**config.mk**
```make
export PLATFORM = sky130hd
export DESIGN_NAME = piezo_play_arbiter
export DESIGN_NICKNAME = d
export VERILOG_FILES = /design/src/rtl/piezo_arb_pkg.sv /design/src/rtl/piezo_arb_pick.sv /design/src/rtl/piezo_play_arbiter.sv
export SDC_FILE = /design/constraint.sdc
export NUM_CORES = 1
export LEC_CHECK = 0
export CAP_MARGIN = 20
export CELL_PAD_IN_SITES_DETAIL_PLACEMENT = 1
export CELL_PAD_IN_SITES_GLOBAL_PLACEMENT = 2
export CORE_AREA = 3 3 366 368
export CTS_BUF_LIST = sky130_fd_sc_hd__clkbuf_16
export DETAILED_ROUTE_END_ITERATION = 8
export DIE_AREA = 0 0 369 371
export PLACE_DENSITY = 0.6
export SLEW_MARGIN = 20
export SYNTH_ARGS = -nofsm -noshare
export SYNTH_HDL_FRONTEND = slang
export SYNTH_SLANG_ARGS = --single-unit
export TNS_END_PERCENT = 20
```
**constraint.sdc**
```tcl
create_clock -name clk -period 4.22 [get_ports clk]
set_input_delay 0.844 -clock clk [delete_from_list [all_inputs] [get_ports clk]]
set_output_delay 0.844 -clock clk [all_outputs]
set_load 0.01 [all_outputs]
```
**src/rtl/piezo_arb_pkg.sv**
```systemverilog
// piezo_arb_pkg: shared widths, FSM state encoding and one-hot helper for the piezo play arbiter
package piezo_arb_pkg;
    localparam int NUM_REQ = 3;
    localparam int BS_W    = 128;
    localparam int LEN_W   = 9;
    localparam int T_W     = 32;

    typedef enum logic [2:0] {IDLE, START, PLAY, DRAIN, GUARD} state_t;

    function automatic logic [1:0] oh2idx(input logic [NUM_REQ-1:0] oh);
        return oh[2] ? 2'd2 : oh[1] ? 2'd1 : 2'd0;
    endfunction
endpackage

```
**src/rtl/piezo_arb_pick.sv**
```systemverilog
// piezo_arb_pick: combinational winner pick, first requester at or after the pointer wins
module piezo_arb_pick
    import piezo_arb_pkg::*;
(
    input  logic [NUM_REQ-1:0] i_req,
    input  logic [1:0]         i_ptr,
    output logic [NUM_REQ-1:0] o_win,
    output logic               o_valid
);
    logic [NUM_REQ-1:0] w_rot;
    logic [NUM_REQ-1:0] w_oh;

    // rotate so the pointer index sits at bit 0, isolate lowest set bit, rotate back
    always_comb begin
        w_rot   = i_ptr == 2'd1 ? {i_req[0], i_req[2:1]} : i_ptr == 2'd2 ? {i_req[1:0], i_req[2]} : i_req;
        w_oh    = w_rot & (~w_rot + 3'd1);
        o_win   = i_ptr == 2'd1 ? {w_oh[1:0], w_oh[2]} : i_ptr == 2'd2 ? {w_oh[0], w_oh[2:1]} : w_oh;
        o_valid = |i_req;
    end
endmodule

```
**src/rtl/piezo_play_arbiter.sv**
```systemverilog
// piezo_play_arbiter: shares one Morse player among three requesters; define PIEZO_ARB_RR_EN for round-robin
module piezo_play_arbiter
    import piezo_arb_pkg::*;
#(
    parameter logic [31:0] GUARD_CYCLES = 32'd2_500_000
) (
    input  logic                   clk,
    input  logic                   rst_n,
    input  logic [NUM_REQ-1:0]     req,
    input  logic [NUM_REQ*BS_W-1:0]  req_bitstream,
    input  logic [NUM_REQ*LEN_W-1:0] req_bit_length,
    input  logic [NUM_REQ*T_W-1:0]   req_dit,
    input  logic [NUM_REQ*T_W-1:0]   req_dah,
    input  logic [NUM_REQ*T_W-1:0]   req_gap,
    input  logic                   player_busy,
    input  logic                   player_done,
    input  logic                   piezo_in,
    output logic                   player_start,
    output logic [BS_W-1:0]        player_bitstream,
    output logic [LEN_W-1:0]       player_bit_length,
    output logic [T_W-1:0]         player_dit,
    output logic [T_W-1:0]         player_dah,
    output logic [T_W-1:0]         player_gap,
    output logic [NUM_REQ-1:0]     grant,
    output logic [NUM_REQ-1:0]     done_pulse,
    output logic [NUM_REQ-1:0]     abort_pulse,
    output logic                   piezo_out
);
    state_t             r_state, w_state_nxt;
    logic [NUM_REQ-1:0] r_grant, w_grant_nxt;
    logic [NUM_REQ-1:0] r_done, w_done_nxt;
    logic [NUM_REQ-1:0] r_abort, w_abort_nxt;
    logic               r_start;
    logic [31:0]        r_cnt;
    logic [BS_W-1:0]    r_bs;
    logic [LEN_W-1:0]   r_len;
    logic [T_W-1:0]     r_dit, r_dah, r_gap;
    logic [NUM_REQ-1:0] w_win;
    logic               w_valid;
    logic [1:0]         w_ptr;
    logic [1:0]         w_idx;
    logic               w_latch;
    logic               w_own_req;
    logic               w_fin;
    logic               w_guard_end;

`ifdef PIEZO_ARB_RR_EN
    logic [1:0] r_ptr;

    // pointer moves to the index just after each winner
    always_ff @(posedge clk or negedge rst_n) begin
        if (!rst_n)
            r_ptr <= 2'd0;
        else if (w_latch)
            r_ptr <= w_idx == 2'd2 ? 2'd0 : w_idx + 2'd1;
    end

    assign w_ptr = r_ptr;
`else
    assign w_ptr = 2'd0;
`endif

    piezo_arb_pick u_pick (
        .i_req   (req),
        .i_ptr   (w_ptr),
        .o_win   (w_win),
        .o_valid (w_valid)
    );

    assign w_idx       = oh2idx(w_win);
    assign w_latch     = r_state == IDLE && w_valid;
    assign w_own_req   = |(req & r_grant);
    // r_start is high exactly in the first PLAY cycle; an idle player there means nothing to wait for
    assign w_fin       = player_done || (r_start && !player_busy);
    assign w_guard_end = ({1'b0, r_cnt} + 33'd1) >= {1'b0, GUARD_CYCLES};

    // next-state and next pulse/grant values
    always_comb begin
        w_state_nxt = r_state;
        w_grant_nxt = r_grant;
        w_done_nxt  = '0;
        w_abort_nxt = '0;
        case (r_state)
            IDLE: begin
                if (w_valid) begin
                    w_state_nxt = START;
                    w_grant_nxt = w_win;
                end
            end
            START: w_state_nxt = PLAY;
            PLAY: begin
                if (w_fin) begin
                    w_done_nxt  = r_grant;
                    w_grant_nxt = '0;
                    w_state_nxt = GUARD;
                end else if (!w_own_req) begin
                    w_state_nxt = DRAIN;
                end
            end
            DRAIN: begin
                if (player_done) begin
                    w_abort_nxt = r_grant;
                    w_grant_nxt = '0;
                    w_state_nxt = GUARD;
                end
            end
            GUARD: w_state_nxt = w_guard_end ? IDLE : GUARD;
            default: w_state_nxt = IDLE;
        endcase
    end

    // FSM state, grant, pulses and guard counter
    always_ff @(posedge clk or negedge rst_n) begin
        if (!rst_n) begin
            r_state <= IDLE;
            r_grant <= '0;
            r_done  <= '0;
            r_abort <= '0;
            r_start <= 1'b0;
            r_cnt   <= '0;
        end else begin
            r_state <= w_state_nxt;
            r_grant <= w_grant_nxt;
            r_done  <= w_done_nxt;
            r_abort <= w_abort_nxt;
            r_start <= r_state == START;
            r_cnt   <= r_state == GUARD ? r_cnt + 32'd1 : '0;
        end
    end

    // player parameters are captured only on an arbitration win
    always_ff @(posedge clk or negedge rst_n) begin
        if (!rst_n) begin
            r_bs  <= '0;
            r_len <= '0;
            r_dit <= '0;
            r_dah <= '0;
            r_gap <= '0;
        end else if (w_latch) begin
            r_bs  <= req_bitstream[int'(w_idx)*BS_W +: BS_W];
            r_len <= req_bit_length[int'(w_idx)*LEN_W +: LEN_W];
            r_dit <= req_dit[int'(w_idx)*T_W +: T_W];
            r_dah <= req_dah[int'(w_idx)*T_W +: T_W];
            r_gap <= req_gap[int'(w_idx)*T_W +: T_W];
        end
    end

    assign player_start      = r_start;
    assign player_bitstream  = r_bs;
    assign player_bit_length = r_len;
    assign player_dit        = r_dit;
    assign player_dah        = r_dah;
    assign player_gap        = r_gap;
    assign grant             = r_grant;
    assign done_pulse        = r_done;
    assign abort_pulse       = r_abort;
    assign piezo_out         = (r_state == START || r_state == PLAY) && piezo_in;
endmodule

```
* Word level (Yosys, flattened, before mapping) *
Index checks and enable logic that the tools add are counted.

cells by class
  add/subtract/negate cells = 3
  multipliers = 1
  $lt $le $gt $ge = 1
  eq/ne operators = 8
  shift-type cells = 5
  multiplexer cells = 17
  bitwise logic cells = 3
  reduce and logical (&&, ||, !) cells = 12

operators with widths
  cell                   count
  $shiftx 384x10->128    1
  $shiftx 96x8->32       3
  $mux 3                 12
  $add 32x1->33 const B  1
  $ge 33x22->1 const B   1
  $add 32x1->32 const B  1
  $mux 32                1
  $shiftx 27x7->9        1
  $pmux 3 s5             1
  $pmux 3 s3             1
  $and 3x3->3            2
  $eq 3x2->1 const B     2
  $mul 2x4->6 const B    1
  $ne 2x2->1 const B     3
  $reduce_or 3->1        2
  $reduce_and 4->1       1
  $add 3x1->3 const B    1
  $eq 3x1->1 const B     1
  $eq 3x3->1 const B     1
  $logic_and 1x1->1      3
  $logic_not 3->1        1
  $ne 3x3->1 const B     1
  $not 3->3              1
  $reduce_and 3->1       1
  other kinds (5)        6

storage, ports and cells
  bits in registers = 278
  input bits = 707
  output and inout port bits = 244
  logic and storage cells = 61

* Longest topological paths before layout *
Gate-level depths: netlist of the first run.

  depth in word-level cells = 7
  gate-level depth with buffers = 9
  gate-level depth less buffers = 8

* Hierarchy *
From an unflattened synthesis of the first run, not the netlist that was laid out.

second synthesis, totals
  cells, all modules = 1834
  area, all modules = 15389.8 um2

modules (own cells, without submodules)
  module              instances  cells an instance  area an instance (um2)  sequential area each (um2)
  piezo_play_arbiter  1          1822               15313.4                 6956.7
  piezo_arb_pick      1          12                 76.3                    0.0

* Worst setup path before layout of the first run *
OpenSTA, ideal clock, no wires.

  path type = input -> register
  from = input port req[0]
  to = register r_bs[51] (netlist: player_bitstream[51])
  library setup time = 0.135 ns
  arrival time = 2.336 ns
  data required time = 4.085 ns
  setup slack = 1.749 ns
  cell stages on the path = 8
  buffers on the path = 4
  cell sequence = nor3_1 or2_1 or3_1 clkbuf_1 clkbuf_1 clkbuf_1 clkbuf_1 o21ai_0

on the way
  cells in the longest elaborated chain, start to end = 6
  elaborated cells between the ends (all ways) = 8
  classes of those cells = 1 x add/sub; 1 x shift; 2 x mux; 2 x bitwise; 2 x reduce/logical

RTL lines
  what                    line                       RTL
  start: declaration      piezo_play_arbiter.sv:9    input logic [NUM_REQ-1:0] req,
  $not 3->3               piezo_arb_pick.sv:16       w_oh = w_rot & (~w_rot + 3'd1);
  $add 3x1->3             piezo_arb_pick.sv:16
  $and 3x3->3             piezo_arb_pick.sv:16
  $mux 1                  piezo_arb_pkg.sv:11        return oh[2] ? 2'd2 : oh[1] ? 2'd1 : 2'd0;
  $mux 2                  piezo_arb_pkg.sv:11
  $shiftx 384x10->128     piezo_play_arbiter.sv:140  r_bs <= req_bitstream[int'(w_idx)*BS_W +: BS_W];
  end signal: assignment  piezo_play_arbiter.sv:140
  end: declaration        piezo_play_arbiter.sv:35   logic [BS_W-1:0] r_bs;

Parallel ways exist; a longest one is shown, timed or not.
A chain may end at the register's enable or synchronous reset.

* Worst setup path in the final report of the first run *
  from = register r_state[1]
  to = output port piezo_out

on the way
  cells in the longest elaborated chain, start to end = 3
  elaborated cells between the ends (all ways) = 4
  classes of those cells = 2 x eq/ne; 2 x reduce/logical

RTL lines
  what                                             line                       RTL
  start: declaration                               piezo_play_arbiter.sv:29   state_t r_state, w_state_nxt;
  start signal: assignment                         piezo_play_arbiter.sv:122  r_state <= w_state_nxt;
  $eq 3x1->1 / $eq 3x2->1 (equally long branches)  piezo_play_arbiter.sv:157  assign piezo_out = (r_state == START || r_state == PLAY) && piezo_in;
  $logic_or 1x1->1 (*)                             piezo_play_arbiter.sv:157
  $logic_and 1x1->1 (*)                            piezo_play_arbiter.sv:157
  end: declaration                                 piezo_play_arbiter.sv:27   output logic piezo_out

Mark *: on every way between the ends. The rest lies on a longest branch, timed or not.

==> results of run 1 <==
power groups by stage:
stage	sequential, mW	clock (mW)	combinational, mW
after global routing	4.62	3.86	7.11
after global placement	4.49	0	6.55
after CTS	4.49	3.76	6.61
after floorplan	4.85	0	1.97
after detailed placement	4.51	0	6.59
final	4.46	3.58	6.41
cell usage after synthesis (3+ instances only):
cell	instances
nand3_1	14
buf_2	13
and4_1	4
and3_1	5
a21oi_1	472
nand2b_1	3
o22ai_1	3
clkbuf_1	153
nor3_1	7
xor2_1	14
nand2_1	725
nor2_1	42
or3_1	4
nor2b_1	4
o21ai_0	244
buf_1	8
o31ai_1	3
nor3b_1	6
o211ai_1	3
xnor2_1	16
dfrtp_1	278
nor4_1	5
and2_1	9
nand4b_1	3
nand4_1	13
inv_1	7
per-stage QoR:
stage	instances	power (mW)	hold slack, ns	util (%)
floorplan	2103	6.819	0.4922	-
global placement	4699	11.04	0.4620	20.68
detailed placement	4699	11.11	0.4686	20.68
CTS	4772	14.86	0.3141	21.72
global route	4785	15.58	0.3480	21.74
finish	4792	14.45	0.3081	21.75
routing by layer:
metal / track usage [%] / up-vias
met5: 0 / -
met4: 4.040 / 32
met3: 5.083 / 137
met2: 25.07 / 578
met1: 15.03 / 8749
li1: - / 8888
registers in the layout (all words and copies together) (netlist names):
name,flops
player_gap,32
player_bitstream,128
r_state,3
done_pulse,3
player_bit_length,9
grant,3
player_dit,32
player_start,1
player_dah,32
abort_pulse,3
r_cnt,32
worst register-to-register path, cell delays in order, from the launching register on:
cell and delay [ns]:
dfrtp_1 0.43, ha_1 0.34, nand4_1 0.33, nor3_2 0.67, nand4_1 0.21, xnor2_1 0.21, a2111oi_4 0.20, nand4b_1 0.18
a221oi_1 0.25
area by class of cell:
type / instances / area share [%]
Antenna cell: 20 / 0.1754
Clock buffer: 42 / 3.684
Clock inverter: 31 / 1.083
Inverter: 7 / 0.09211
Multi-Input combinational cell: 1643 / 27.09
Sequential cell: 278 / 24.39
Tap cell: 1755 / 7.698
Timing Repair Buffer: 1016 / 35.79
path summary, 6_finish.rpt:
| kind | startpoint | to | slack (ns) | cells after the start |
|---|---|---|---|---|
| max in group asynchronous | rst_n | player_dah[21] | 2.97 | 2 |
| hold / removal | rst_n | player_bitstream[85] | 0.31 | 1 |
| setup / recovery | r_state[1] | piezo_out | 1.19 | 3 |
| hold reg to reg | player_bitstream[47] | player_bitstream[47] | 0.47 | 2 |
| setup reg to reg | r_cnt[0] | r_state[2] | 1.32 | 8 |
| min in group clk | player_bitstream[47] | player_bitstream[47] | 0.47 | 2 |
kinds of logic after synthesis:
family / Yosys count
AO/OA/AOI/OAI: 746
XOR/XNOR: 30
adder cells (fa/ha/maj): 2
buffers and inverters: 182
flip-flops: 278
multiplexers: 2
AND/OR/NAND/NOR: 863
==> summary.md, run 1 <==
| Metric | Value |
|---|---|
| Tmin final | 3.030 ns |
| Final wirelength | 99150 um |
| Post-synthesis compound-gate area fraction | 25.02% |
| Most common cell after layout, fill and taps aside | clkdlybuf4s50_1 |
| Comb pwr share | 44.4% |
| Via count | 18380 |
| CP Data Required Time | 3.38 ns |
| IR drop worst, VDD | 0.0002656 V |
| Pwr dens | 506.5 mW/mm^2 |
| Register area share after synthesis | 45.28% |
| Post-synth EDFFs | 0 |
| Post-DP HPWL | 79070 um |
| First-pass GRT wire length | 139600 um |
| Setup WS pre-CTS | 0.9356 ns |
| Largest net degree at the start of global routing | 127 |
| Wirelength per Cell | 20.69 um |
| Final setup fails | 0 |
| Final antenna-violating net count | 0 |
| Postcts setup bufs | 0 |
| Die area | 0.1369 mm^2 |
| Post-synthesis cell count | 2103 |
| Clk slew on worst S/H paths | 0.06 ns |
| FMAX | 0.3301 GHz |
| GPL Wtd Cong | 0.7856 |
| Leakage power | 11.24 nW |
| Final Max Slew Viols | 0 |
| Die W | 369 um |
| Buffers plus inverters on the worst setup path | 1 |
| Layout area overhead | 85.69% |
| Post-route cell area | 0.02853 mm^2 |
| Overflow left after global routing | 0 |
| Largest area contributor in the netlist | dfrtp_1 |
| Synth top area share | 45.28% |
| Multi-input logic area | 0.007727 mm^2 |
| Multiplexer share of the synthesized area | 0.1303% |
| Post-Synth Simple-Gate Area | 23.11% |
| Fill cell count | 15700 |
| Layout cells sized above 1 | 4.806% |
| PostCTS Resize Cnt | 0 |
| Most frequent cells in the layout | clkdlybuf4s50_1 (949), nand2_1 (724), a21oi_1 (472) |
| Final nets | 3695 |
| Mapped Avg Cell Area | 7.305 um^2 |
| Reg area | 0.006957 mm^2 |
| Cells taking the most area after synthesis | dfrtp_1 (45%), nand2_1 (18%), a21oi_1 (15%) |
| Status | completed |
| Setup crit end kind | output pin |
| Number of global-route vias before repair | 19600 |
| Clk_skew | 0.01624 ns |
| Via density | 3.836 |
| CP max-delay cell | dfrtp_1 |
| Clk root buf | clkbuf_16 |
| Top layer in use | met5 |
| Clock tree sinks | 278 |
| Crit start category | flop |
| Delay-heaviest family, CP | flip-flops |
| Placed Area | 0.02712 mm^2 |
| Max H-tree Level | 2 |
| Number of max-cap violations | 0 |
| Row count | 133 |
| DRT met1 WL | 36930 um |
| Final worst-path cycle share | 71.80% |
| Final WS setup | 1.190 ns |
| Share of power burned in the clock network | 24.8% |
| Synthesized area | 0.01536 mm^2 |
| Ports | 951 |
| Synth Net Count | 2812 |
| Synth unique cells | 60 |
| Hold buffer count at CTS | 0 |
| Crit path largest cell delay | 0.67 ns |
| Die H | 371 um |
| Worst slew margin | 42.96% |
| Initial drt markers | 746 |
| Largest family of logic cells by synthesized area | compound AO/OA/AOI/OAI gates |
| Worst-skew pair later-pin latency | 0.58 ns |
| Sequential power share | 30.8% |
| Met3 wire length | 8316 um |
| Synth Area in XOR/XNOR | 1.710% |
| Sw frac | 37.10% |
| Critical Path AT | 2.19 ns |
| Drt pass-1 iters | 6 |
| Warnings, synthesis | 0 |
| WS Path Type | reg2out |
| Worst path cell trace | xnor2_1, nor3b_1, clkdlybuf4s50_1 |
| RSZ-0062 raised after global routing | false |
| Final number of hold-violating endpoints | 0 |
| Adder-Cell Fraction of Synth Area | 0.1629% |
| Port bufs | 950 |
| Switching power | 5.360 mW |
| Setup TNS | 0 ns |
| Main flop type after synthesis | dfrtp_1 |
| TritonCTS buffer count | 40 |
| Maximum net fanout on the critical path | 14 |
| Post-route DRC | 0 |
| Tot GR Track Use | 13.86% |
| Initial antenna violation count | 45 |
| Yosys reg bits | 278 |
| Initial Utilization | 11.72% |
| Worst Hold Class | in2async |
| Asr flop ratio synth | 100.0% |
| Longest Clk Path Bufs | 3 |
| TritonCTS clock tree | yes |
| WL met2 | 51240 um |
| Worst-margin pin slew | 0.8478 ns |
| Internal | 9.087 mW |
| Area of the core | 0.1311 mm^2 |
(Power assumes the default switching activity.)
==> run 2, diff against run 1 <==
CORE_AREA = 3 3 365 367   (was 3 3 366 368)
DIE_AREA = 0 0 368 370   (was 0 0 369 371)
clock period = 3.05 ns   (was 4.22 ns; I/O delays follow)
==> summary.md, run 2 (synthesized netlist as in run 1, its figures left out) <==
| Metric | Value |
|---|---|
| Post-route DRC | 0 |
| Worst-margin pin slew | 0.6983 ns |
| Die W | 368 um |
| TritonCTS buffer count | 40 |
| Initial Utilization | 11.83% |
| Critical Path AT | 3.17 ns |
| Worst path cell trace | ha_1, and4_1, nand3_1, nor2_1, nor3b_1, a2111oi_4, nand4b_1, a221oi_1 |
| TritonCTS clock tree | yes |
| CP max-delay cell | dfrtp_1 |
| Final wirelength | 98710 um |
| Final setup fails | 0 |
| CP Data Required Time | 3.53 ns |
| Clk_skew | 0.02815 ns |
| Die H | 370 um |
| Tmin final | 2.693 ns |
| Final number of hold-violating endpoints | 0 |
| Inst Count DP | 4739 |
| Port bufs | 950 |
| Final worst-path cycle share | 88.28% |
| Longest Clk Path Bufs | 3 |
| Fill cell count | 15440 |
| Clk slew on worst S/H paths | 0.05 ns |
| Crit path largest cell delay | 0.43 ns |
| Worst Hold Class | reg2reg |
| Maximum net fanout on the critical path | 8 |
| Largest net degree at the start of global routing | 79 |
| Worst-skew pair later-pin latency | 0.58 ns |
| Final antenna-violating net count | 0 |
| Status | completed |
| Via count | 18370 |
| RSZ-0062 raised after global routing | false |
| Post-DP HPWL | 80660 um |
| Layout area overhead | 87.74% |
| Clk root buf | clkbuf_16 |
| Initial drt markers | 688 |
| Most frequent cells in the layout | clkdlybuf4s50_1 (949), nand2_1 (724), a21oi_1 (472) |
| PostCTS Resize Cnt | 0 |
| IR drop worst, VDD | 0.0003840 V |
| Hold_ws | 0.4718 ns |
| Wirelength per Cell | 20.48 um |
| FMAX | 0.3714 GHz |
| Crit start category | flop |
| Leakage power | 11.48 nW |
| Die area | 0.1362 mm^2 |
| Overflow left after global routing | 0 |
| GPL Wtd Cong | 0.8173 |
| Ports | 951 |
| Max reg flops | 128 |
| Number of global-route vias before repair | 19720 |
| Most common cell after layout, fill and taps aside | clkdlybuf4s50_1 |
| WS Path Type | reg2reg |
| Tot GR Track Use | 13.89% |
| Area of the core | 0.1298 mm^2 |
| Layout cells sized above 1 | 6.262% |
| Clock tree sinks | 278 |
| Row count | 132 |
| Initial antenna violation count | 23 |
| Final Max Slew Viols | 0 |
| Number of max-cap violations | 0 |
| Max H-tree Level | 2 |
| Via density | 3.812 |
| Worst slew margin | 53.44% |
| Final nets | 3749 |
| Setup TNS | 0 ns |
| Drt pass-1 iters | 4 |
| First-pass GRT wire length | 140000 um |
| Fin cells | 4819 |
| Setup crit end kind | flop |
| Pwr dens | 687.7 mW/mm^2 |
run 2: cell types whose count changed in the layout (fill, tap and decap cells not counted), moves of 2 or more:
cell        change
buf_4          +45
diode_2         -9
bufinv_16       -4
buf_12          +8
clkbuf_16       -2
clkinvlp_4      -2
inv_6           +2
run 2: cell type report:
type,instances,area [um^2],area share (%)
multi-input cells,1643,7727,26.79
flip-flops and latches,278,6957,24.12
diodes,11,27.53,0.09544
well taps,1742,2180,7.557
clock inverters,28,205.2,0.7115
clock buffers,40,1001,3.471
repair buffers,1070,10720,37.16
inverters,7,26.28,0.09110
run 2: path summary, 6_finish.rpt:
path,from,end,slack (ns),depth (start not counted)
max,r_cnt[0],r_state[2],0.36,8
min,player_gap[7],player_gap[7],0.47,2
max in group asynchronous,rst_n,player_bitstream[124],1.58,3
max reg2reg,r_cnt[0],r_state[2],0.36,8
min reg2reg,player_gap[7],player_gap[7],0.47,2
min in group asynchronous,rst_n,player_dah[31],0.60,2
run 2: repair_timing:
item / 4_1_cts / 5_1_grt
hold buffers: 1 / 0
buffers inserted: 0 / 0
endpoints found under the hold margin: 10 / 0
run 2: metrics by stage:
step                      setup slack [ns]  area [um^2]  utilization [%]  power, mW
after floorplan                     0.7774        15360                -      9.434
after global placement              0.1540        27600            21.26      15.61
after detailed placement            0.1909        27600            21.26      15.71
after CTS                           0.3470        28810            22.20      20.41
after global routing               0.05836        28810            22.20      21.43
final                               0.3574        28840            22.22      19.83
run 2: worst max-delay path, delay by kind of cell, from the launching register on:
family,cells,cell delay (ns)
AO/OA/AOI/OAI,2,0.61
adder cells (fa/ha/maj),1,0.35
AND/OR/NAND/NOR,5,1.21
flip-flops,1,0.43
run 2: power by group:
part	internal, mW	switching [mW]	total (mW)
logic	4.54	4.67	9.21
registers	5.22	0.958	6.18
clock network	2.55	1.90	4.45
run 2: metal layers:
layer	track usage, %	routed length [um]	share of wire [%]
met3	4.601	7443	7.5
met5	0	57	0.058
met4	2.213	1480	1.5
met1	15.34	37750	38
met2	26.05	51970	53
==> run 3, diff against run 2 <==
clock period = 2.9 ns   (was 3.05 ns; I/O delays follow)
==> summary.md, run 3 (synthesized netlist as in run 1, its figures left out) <==
| Metric | Value |
|---|---|
| CP Data Required Time | 2.32 ns |
| Final antenna-violating net count | 0 |
| TritonCTS clock tree | yes |
| Clock tree sinks | 278 |
| GPL Wtd Cong | 0.8169 |
| Via count | 18470 |
| TritonCTS buffer count | 39 |
| Post-route DRC | 0 |
| Comb pwr share | 46.3% |
| First-pass GRT wire length | 140200 um |
| FMAX | 0.3873 GHz |
| Hold_ws | 0.4759 ns |
| Maximum net fanout on the critical path | 5 |
| R2R setup slack | 0.34 ns |
| Grt met3 use | 4.331% |
| Layout cells sized above 1 | 6.563% |
| Fin cells | 4835 |
| Clk_skew | 0.01805 ns |
| Depth of the most critical reg-to-reg path | 9 |
| Most frequent cells in the layout | clkdlybuf4s50_1 (949), nand2_1 (724), a21oi_1 (472) |
| PostCTS Resize Cnt | 0 |
| Most common cell after layout, fill and taps aside | clkdlybuf4s50_1 |
| Largest net degree at the start of global routing | 71 |
| Drt pass-1 iters | 4 |
| Max reg flops | 128 |
| Die area | 0.1362 mm^2 |
| Max H-tree Level | 2 |
| Worst-skew pair later-pin latency | 0.58 ns |
| Tmin final | 2.582 ns |
| GR peak layer | met2 |
| Crit start category | flop |
| Area of the core | 0.1298 mm^2 |
| Share of power burned in the clock network | 23.0% |
| RSZ-0062 raised after global routing | false |
| Initial antenna violation count | 25 |
| Longest Clk Path Bufs | 3 |
| WHS Endpoint | player_bitstream[25] |
| Number of global-route vias before repair | 19950 |
| Die H | 370 um |
| Final number of hold-violating endpoints | 0 |
| Sw frac | 37.51% |
| Global routing usage on met2 | 25.36% |
| Row count | 132 |
| Via density | 3.819 |
| Final Max Slew Viols | 0 |
| Inst Count DP | 4751 |
| Layout area overhead | 88.93% |
| WS Path Type | reg2out |
| Critical Path AT | 2.00 ns |
| Die W | 368 um |
| Final setup fails | 0 |
| IR drop worst, VDD | 0.0003065 V |
| Setup TNS | 0 ns |
| Tot GR Track Use | 13.94% |
| Port bufs | 950 |
| Worst-margin pin slew | 0.6788 ns |
| Switching power | 7.914 mW |
| Sequential power share | 30.7% |
| Wirelength per Cell | 20.56 um |
| Final worst-path cycle share | 89.04% |
| Final nets | 3760 |
| Initial drt markers | 742 |
| Worst slew margin | 54.75% |
| Final wirelength | 99400 um |
| Pwr dens | 727.0 mW/mm^2 |
| Met1 Track Usage GR | 15.47% |
| Hold Path Cell Cnt | 2 |
| Leakage power | 11.57 nW |
| Setup crit end kind | output pin |
| Post-DP HPWL | 81340 um |
| Clk root buf | clkbuf_16 |
| Crit path from | r_state[0] |
| Worst R2R Start | r_cnt[0] |
| Min-delay src | player_bitstream[25] |
| Worst Hold Class | reg2reg |
| Status | completed |
| Critical R2R Capture | r_state[2] |
| Ports | 951 |
| Internal | 13.19 mW |
| Number of max-cap violations | 0 |
| Overflow left after global routing | 0 |
| Clk slew on worst S/H paths | 0.06 ns |
| Layout Utilization | 22.36% |
| Initial Utilization | 11.83% |
-- run 3: worst max path at each step --
stage | to | slack, ns | cells after the start
floorplan | r_state[2] | 0.63 | 9
global placement | player_dah[15] | 0.07 | 9
detailed placement | player_dah[15] | 0.08 | 9
CTS | piezo_out | 0.23 | 3
global route | r_state[2] | 0.06 | 9
finish | piezo_out | 0.32 | 3
-- run 3: timing repair --
| action | in CTS | in global routing |
|---|---|---|
| setup endpoints to repair | 0 | 0 |
| buffers inserted | 0 | 0 |
| endpoints found under the hold margin | 19 | 0 |
| hold buffers | 1 | 0 |
-- run 3: power groups by stage --
stage / clock (mW) / sequential (mW) / combinational [mW]
6_report: 4.85 / 6.49 / 9.77
5_1_grt: 5.24 / 6.73 / 10.8
4_1_cts: 5.11 / 6.54 / 10.0
3_5_place_dp: 0 / 6.58 / 9.99
3_3_place_gp: 0 / 6.55 / 9.89
2_1_floorplan: 0 / 7.05 / 2.87
-- run 3: cell type report --
class | count | area, um^2
Clock buffer | 40 | 1001
Sequential cell | 278 | 6957
Multi-Input combinational cell | 1643 | 7727
Timing Repair Buffer | 1082 | 10860
Fill cell | 15500 | 100800
Antenna cell | 15 | 37.54
Tap cell | 1742 | 2180
Clock inverter | 28 | 237.7
Inverter | 7 | 26.28
-- run 3: worst max-delay path: stages (launching register included) --
cell and delay, ns:
dfrtp_1 0.45, xnor2_1 0.16, nor3b_1 0.20, clkdlybuf4s50_1 0.62
-- run 3: stage by stage --
step           instance area, um^2  worst slack [ns]  total power, mW
6_report                     29020            0.3177            21.10
5_1_grt                      29010           0.05974            22.72
4_1_cts                      28990            0.2322            21.69
3_5_place_dp                 27740           0.07827            16.57
3_3_place_gp                 27740           0.06588            16.44
2_1_floorplan                15360            0.6274            9.922
-- run 3: routing by layer --
layer	part of all wire, %	up-vias
li1	-	9019
met1	39	8813
met2	52	533
met3	7.0	92
met4	2.3	8
met5	0.055	-
